<file path="src/rtl/pit_bus_master.sv">
// rtl/pit_bus_master.sv - 8253 PIT bus initiator: program and latch-read sequencer
//
// Turns a one-cycle command into the 8253 control-word / count-byte bus cycles.
// Optional feature macro: PIT_READBACK_EN (latch-and-read support; read path
// is not built when undefined, OP=1 is then rejected).
//
// Ports:
//   CLK, RESET_              clock, asynchronous active-low reset
//   REQ, OP, CHAN, RW,       command request and fields, captured on acceptance
//   MODE, BCD, COUNT
//   BUSY, DONE, ERR          status: in progress, completion pulse, reject pulse
//   RDATA                    latch-read result, updated at completion
//   CS_, RD_, WR_, A1, A0    8253 bus control and address (strobes active low)
//   DOUT, DOE                write data and its pad drive enable
//   DIN                      read data from the bus
`timescale 1ns/1ps

module pit_bus_master #(
  parameter int SETUP_CYC  = 1,
  parameter int STROBE_CYC = 2,
  parameter int HOLD_CYC   = 1
) (
  input  logic        CLK,
  input  logic        RESET_,
  input  logic        REQ,
  input  logic        OP,
  input  logic [1:0]  CHAN,
  input  logic [1:0]  RW,
  input  logic [2:0]  MODE,
  input  logic        BCD,
  input  logic [15:0] COUNT,
  output logic        BUSY,
  output logic        DONE,
  output logic        ERR,
  output logic [15:0] RDATA,
  output logic        CS_,
  output logic        RD_,
  output logic        WR_,
  output logic        A1,
  output logic        A0,
  output logic [7:0]  DOUT,
  output logic        DOE,
  input  logic [7:0]  DIN
);

  typedef enum logic [2:0] {
    S_IDLE   = 3'd0,
    S_SETUP  = 3'd1,
    S_STROBE = 3'd2,
    S_HOLD   = 3'd3,
    S_GAP    = 3'd4
  } state_t;

  localparam logic [3:0] L_SETUP_LAST  = 4'(SETUP_CYC - 1);
  localparam logic [3:0] L_STROBE_LAST = 4'(STROBE_CYC - 1);
  localparam logic [3:0] L_HOLD_LAST   = 4'(HOLD_CYC - 1);

  state_t      r_state, w_state_nx;
  logic [3:0]  r_phase, w_phase_nx;
  logic [1:0]  r_byte, w_byte_nx;

  logic [1:0]  r_chan, r_rw;
  logic [2:0]  r_mode;
  logic        r_bcd;
  logic [15:0] r_count;

  logic        w_req_bad, w_accept, w_done_nx, w_err_nx, w_strobe_end;
  logic [1:0]  w_last_byte;
  logic [1:0]  w_chan_c, w_rw_c;
  logic [2:0]  w_mode_c;
  logic        w_bcd_c, w_op_c;
  logic [15:0] w_count_c;
  logic        w_active_nx, w_read_nx;
  logic [7:0]  w_ctrl_word, w_data_nx;

`ifdef PIT_READBACK_EN
  logic        r_op;
  logic [7:0]  r_rd_lo, r_rd_hi;

  assign w_req_bad = (CHAN == 2'd3) || (RW == 2'b00);
  assign w_op_c    = w_accept ? OP : r_op;
  assign w_read_nx = w_op_c && (w_byte_nx != 2'd0);
`else
  assign w_req_bad = (CHAN == 2'd3) || (RW == 2'b00) || OP;
  assign w_op_c    = 1'b0;
  assign w_read_nx = 1'b0;
  wire   w_unused  = ^{DIN, w_strobe_end};
`endif

  // Fields seen by the output decode: the live inputs on the accepting edge,
  // the captured copies afterwards.
  assign w_chan_c  = w_accept ? CHAN  : r_chan;
  assign w_rw_c    = w_accept ? RW    : r_rw;
  assign w_mode_c  = w_accept ? MODE  : r_mode;
  assign w_bcd_c   = w_accept ? BCD   : r_bcd;
  assign w_count_c = w_accept ? COUNT : r_count;

  // Control word plus one count byte, or two for LSB-then-MSB.
  assign w_last_byte = (r_rw == 2'b11) ? 2'd2 : 2'd1;

  always_ff @(posedge CLK or negedge RESET_) begin
    if (!RESET_) begin
      r_state <= S_IDLE;
      r_phase <= 4'd0;
      r_byte  <= 2'd0;
    end else begin
      r_state <= w_state_nx;
      r_phase <= w_phase_nx;
      r_byte  <= w_byte_nx;
    end
  end

  always_comb begin
    w_state_nx   = r_state;
    w_phase_nx   = r_phase;
    w_byte_nx    = r_byte;
    w_accept     = 1'b0;
    w_done_nx    = 1'b0;
    w_err_nx     = 1'b0;
    w_strobe_end = 1'b0;
    unique case (r_state)
      S_IDLE: begin
        if (REQ) begin
          if (w_req_bad) begin
            w_done_nx = 1'b1;
            w_err_nx  = 1'b1;
          end else begin
            w_accept   = 1'b1;
            w_state_nx = S_SETUP;
            w_phase_nx = 4'd0;
            w_byte_nx  = 2'd0;
          end
        end
      end
      S_SETUP: begin
        if (r_phase == L_SETUP_LAST) begin
          w_state_nx = S_STROBE;
          w_phase_nx = 4'd0;
        end else begin
          w_phase_nx = r_phase + 4'd1;
        end
      end
      S_STROBE: begin
        if (r_phase == L_STROBE_LAST) begin
          w_state_nx   = S_HOLD;
          w_phase_nx   = 4'd0;
          w_strobe_end = 1'b1;
        end else begin
          w_phase_nx = r_phase + 4'd1;
        end
      end
      S_HOLD: begin
        if (r_phase == L_HOLD_LAST) begin
          w_phase_nx = 4'd0;
          if (r_byte == w_last_byte) begin
            w_state_nx = S_IDLE;
            w_done_nx  = 1'b1;
          end else begin
            w_state_nx = S_GAP;
            w_byte_nx  = r_byte + 2'd1;
          end
        end else begin
          w_phase_nx = r_phase + 4'd1;
        end
      end
      S_GAP: begin
        w_state_nx = S_SETUP;
        w_phase_nx = 4'd0;
      end
      default: w_state_nx = S_IDLE;
    endcase
  end

  always_ff @(posedge CLK or negedge RESET_) begin
    if (!RESET_) begin
      r_chan  <= 2'd0;
      r_rw    <= 2'd0;
      r_mode  <= 3'd0;
      r_bcd   <= 1'b0;
      r_count <= 16'h0000;
    end else if (w_accept) begin
      r_chan  <= CHAN;
      r_rw    <= RW;
      r_mode  <= MODE;
      r_bcd   <= BCD;
      r_count <= COUNT;
    end
  end

  // Latch command is the control word with RW=00 (counter latch).
  assign w_ctrl_word = w_op_c ? {w_chan_c, 6'b000000}
                              : {w_chan_c, w_rw_c, w_mode_c, w_bcd_c};
  assign w_active_nx = (w_state_nx == S_SETUP) || (w_state_nx == S_STROBE) ||
                       (w_state_nx == S_HOLD);
  // Byte 1 is the MSB only for MSB-only transfers; byte 2 is always the MSB.
  assign w_data_nx   = (w_byte_nx == 2'd0) ? w_ctrl_word :
                       ((w_byte_nx == 2'd2) || (w_rw_c == 2'b10)) ? w_count_c[15:8]
                                                                 : w_count_c[7:0];

  // Outputs are registered from the next-state decode so they change together
  // with the state, glitch-free.
  always_ff @(posedge CLK or negedge RESET_) begin
    if (!RESET_) begin
      CS_  <= 1'b1;
      WR_  <= 1'b1;
      A1   <= 1'b0;
      A0   <= 1'b0;
      DOUT <= 8'h00;
      DOE  <= 1'b0;
      BUSY <= 1'b0;
      DONE <= 1'b0;
      ERR  <= 1'b0;
    end else begin
      CS_      <= ~w_active_nx;
      WR_      <= ~((w_state_nx == S_STROBE) && !w_read_nx);
      {A1, A0} <= w_active_nx ? ((w_byte_nx == 2'd0) ? 2'b11 : w_chan_c) : 2'b00;
      DOUT     <= (w_active_nx && !w_read_nx) ? w_data_nx : 8'h00;
      DOE      <= w_active_nx && !w_read_nx;
      BUSY     <= (w_state_nx != S_IDLE);
      DONE     <= w_done_nx;
      ERR      <= w_err_nx;
    end
  end

`ifdef PIT_READBACK_EN
  always_ff @(posedge CLK or negedge RESET_) begin
    if (!RESET_) begin
      RD_     <= 1'b1;
      RDATA   <= 16'h0000;
      r_op    <= 1'b0;
      r_rd_lo <= 8'h00;
      r_rd_hi <= 8'h00;
    end else begin
      RD_ <= ~((w_state_nx == S_STROBE) && w_read_nx);
      if (w_accept) begin
        r_op    <= OP;
        r_rd_lo <= 8'h00;
        r_rd_hi <= 8'h00;
      end else if (w_strobe_end && r_op && (r_byte != 2'd0)) begin
        if ((r_byte == 2'd2) || (r_rw == 2'b10)) r_rd_hi <= DIN;
        else                                     r_rd_lo <= DIN;
      end
      // Only a completed latch-read replaces the result; rejects leave it.
      if (w_done_nx && !w_err_nx && r_op) RDATA <= {r_rd_hi, r_rd_lo};
    end
  end
`else
  assign RD_   = 1'b1;
  assign RDATA = 16'h0000;
`endif

endmodule

</file>
<file path="config.mk">
export PLATFORM = sky130hd
export DESIGN_NAME = pit_bus_master
export DESIGN_NICKNAME = d
export VERILOG_FILES = /design/src/rtl/pit_bus_master.sv
export SDC_FILE = /design/constraint.sdc
export NUM_CORES = 1
export LEC_CHECK = 0
export CAP_MARGIN = 15
export CELL_PAD_IN_SITES_DETAIL_PLACEMENT = 0
export CELL_PAD_IN_SITES_GLOBAL_PLACEMENT = 2
export CORE_UTILIZATION = 33
export DETAILED_ROUTE_END_ITERATION = 6
export PLACE_DENSITY = 0.84
export SYNTH_ARGS = -nofsm -noshare
export SYNTH_HDL_FRONTEND = slang
export SYNTH_SLANG_ARGS = --single-unit
</file>
<file path="constraint.sdc">
create_clock -name CLK -period 5.06 [get_ports CLK]
set_clock_uncertainty 0.1 [all_clocks]
set_input_delay 0.759 -clock CLK [delete_from_list [all_inputs] [get_ports CLK]]
set_output_delay 0.759 -clock CLK [all_outputs]
set_load 0.01 [all_outputs]
</file>
==> metrics.md <==
| Metric | Value |
|---|---|
| Status | `complete, no violations` |
| Pin count of the biggest net entering global routing | `50` |
| R2r endpoint | `DOUT[0]$_DFF_PN0_` |
| Tcrit/Tclk final | `60.6%` |
| Area grow syn2layout | `22.8%` |
| Core outline area | `6940 um^2` |
| Vias in the first global route | `1535` |
| Peak supply drop | `0.203 mV` |
| Reg2reg setup slack | `2.30 ns` |
| Inserted Clock Buffers | `5` |
| Hold Path Class | `in2async` |
| Row count | `30` |
| Die width | `87.9 um` |
| Syn. warnings | `0` |
| Netlist cell types | `40` |
| CP peak stage delay | `0.60 ns` |
| Sink Count | `49` |
| GR Overflow Total | `0` |
| Slew @ Worst Pin | `1.05 ns` |
| Max_slew headroom | `29.6%` |
| Clock root buffer | `clkbuf_8` |
| Sum Neg Setup Slack | `0 ns` |
| Layout cell share with drive strength beyond 1 | `14.9%` |
| ANT cells | `0` |
| Crit. End Element | `register` |
| Most common cell after layout, fill and taps aside | `dfrtp_1` |
| Hpwl dp | `3060 um` |
| Critical path buffers and inverters | `2` |
| IO Pins | `69` |
| Die Y | `87.9 um` |
| CTS tree | `yes` |
| Post-Syn Area | `2440 um^2` |
| Die ar. | `7730 um^2` |
| Final non-filler cell total | `344` |
| Setup crit end | `DOUT[0]$_DFF_PN0_` |
| Vias | `1586` |
| Htree depth | `2` |
| Lkg Pwr | `1.32 nW` |
| Sequential element share of the synthesized area | `50.4%` |
| Post-route ant nets | `0` |
| Initial core utilization | `35.1%` |
| Worst setup path category | `in2reg` |
| WL final | `4420 um` |
| Min Tclk post-route | `3.06 ns` |
| Post-route DRC | `0` |
| Max-cap viol count | `0` |
| Hold-fix buffers, CTS | `0` |
| Setup violations, final | `0` |
| Final hold viol count | `0` |
| PD cells | `588 nW/um^2` |
| Clock Latency Late Sink | `0.31 ns` |
| Length in cells of the worst reg-to-reg path | `6` |
| Via density | `4.61` |
| GRT Util Overall | `13.0%` |
| Crit path arrival time | `3.13 ns` |
| Crit path from | `REQ` |
| First-pass iteration count of the detailed router | `4` |
| Achievable Freq | `326 MHz` |
| Clock Tree Buf Depth | `2` |
| WL/cell | `12.9 um` |
| DR iter-0 viols | `54` |
| Pins Over Slew Limit | `0` |
| Clk slew on worst S/H paths | `0.09 ns` |
| Placed Cells | `335` |
| CP Cell Sequence | `clkdlybuf4s50_1, or4b_4, nor3_4, o21bai_1, buf_4, mux2i_1, a211oi_2` |
| Critical-path maximum fanout | `16` |
| First-pass GRT wire length | `7530 um` |
| Most frequent cells in the layout | `dfrtp_1 (47), clkdlybuf4s50_1 (42), conb_1 (17)` |
| Family with the most delay on the worst path | `simple AND/OR/NAND/NOR gates` |
| Fillers | `661` |
| Synthesized area per cell | `11.9 um^2` |
| Critical Path Stages | `7` |
| Reg-to-reg startpoint | `r_state[2]$_DFF_PN0_` |
| Critical-path top delay cell | `nor3_4` |
| Initial antenna violation count | `0` |
| Critical path required time | `5.13 ns` |
| PortBufs | `43` |
| Setup Fix Bufs, Post-CTS | `0` |
| Post-Syn Instances | `204` |
| Post-cts sizing count | `0` |
| FF+latch count, synth | `49` |
| RSZ-0062 raised after global routing | `false` |
| Setup crit start kind | `input port` |
| NumNets Final | `286` |
| GP Congestion | `0.763` |
## cell families (layout without fill, tap and decap cells)
group / count (synthesis) / after routing / share of synthesized area (%)
buffers and inverters: 33 / 62 / 8.78
multiplexers: 35 / 35 / 15.8
AO/OA/AOI/OAI: 39 / 39 / 12.4
adder cells (fa/ha/maj): 3 / 3 / 1.54
AND/OR/NAND/NOR: 42 / 42 / 10.4
other: 2 / 17 / 0.308
XOR/XNOR: 1 / 1 / 0.360
flip-flops: 49 / 49 / 50.4
## layout make-up
class	count	area (um^2)	area share, %
inverters	7	26.3	0.878
well taps	96	120	4.02
clock inverters	2	16.3	0.544
repair buffers	47	468	15.6
flip-flops and latches	49	1230	41.1
clock buffers	6	82.6	2.76
multi-input cells	137	1050	35.1
## how the worst min path moves through the flow
stage                              start              endpoint
detailed placement  r_count[0]$_DFF_PN0_  r_count[0]$_DFF_PN0_
finish                            RESET_  r_state[1]$_DFF_PN0_
global route                      RESET_  r_state[1]$_DFF_PN0_
CTS                 r_count[0]$_DFF_PN0_  r_count[0]$_DFF_PN0_
global placement    r_count[3]$_DFF_PN0_  r_count[3]$_DFF_PN0_
floorplan           r_count[0]$_DFF_PN0_  r_count[0]$_DFF_PN0_
## synth_stat cells
cell,instances,area (um^2)
a211o_1,1,8.76
a211oi_1,10,75.1
a211oi_2,7,87.6
a21o_1,1,7.51
a21oi_1,6,30.0
a22o_1,1,8.76
and3b_1,1,8.76
and4b_1,1,10.0
and4bb_2,1,12.5
buf_2,3,15.0
buf_4,17,128
buf_6,3,33.8
clkbuf_1,3,11.3
conb_1,2,7.51
dfrtp_1,47,1180
dfstp_2,2,52.6
ha_1,3,37.5
inv_1,7,26.3
mux2_1,15,169
mux2_2,12,135
mux2i_1,8,80.1
nand2_1,7,26.3
nand2b_1,2,12.5
nand3_1,1,5.00
nand3b_1,2,15.0
nand4bb_1,1,11.3
nor2_1,11,41.3
nor2b_1,11,68.8
nor3_1,1,5.00
nor3_4,1,16.3
nor4_1,1,6.26
o21a_1,1,7.51
o21ai_0,5,25.0
o21bai_1,1,7.51
o22ai_1,2,12.5
o2bb2ai_1,1,8.76
o31ai_1,2,15.0
o32ai_1,1,8.76
or4b_4,1,13.8
xnor2_1,1,8.76
## layer usage
| layer | GRT usage (%) | wire [um] | part of all wire [%] | up-vias |
|---|---|---|---|---|
| met5 | 0 | 0 | 0 | - |
| met4 | 4.92 | 61 | 1.4 | 0 |
| met3 | 3.20 | 201 | 4.5 | 7 |
| met2 | 20.6 | 2140 | 48 | 40 |
| met1 | 17.2 | 2020 | 46 | 769 |
| li1 | - | - | - | 770 |
## power by group
part / internal, mW / total, mW / leakage, nW / switching [mW]
combinational: 0.416 / 0.813 / 0.670 / 0.396
clock: 0.113 / 0.251 / 0.0478 / 0.138
sequential: 0.584 / 0.696 / 0.600 / 0.112
## state kept, by name (all words and copies together) (netlist names), 2 cells and up
register and flops:
r_mode 3, r_chan 2, DOUT 8, r_state 3, r_count 16, r_rw 2
r_phase 4, r_byte 2
## metrics by stage
step / setup WS, ns / util, % / power, mW / area [um^2] / hold slack [ns]
2_1_floorplan: 2.55 / - / 1.28 / 2490 / 0.350
3_5_place_dp: 1.63 / 41.4 / 1.53 / 2870 / 0.367
5_1_grt: 1.89 / 43.1 / 1.91 / 2990 / 0.224
3_3_place_gp: 1.62 / 41.4 / 1.52 / 2870 / 0.361
4_1_cts: 1.95 / 42.8 / 1.79 / 2970 / 0.391
6_report: 2.00 / 43.1 / 1.76 / 2990 / 0.219
No activity file was read; power rests on OpenSTA's default activity.
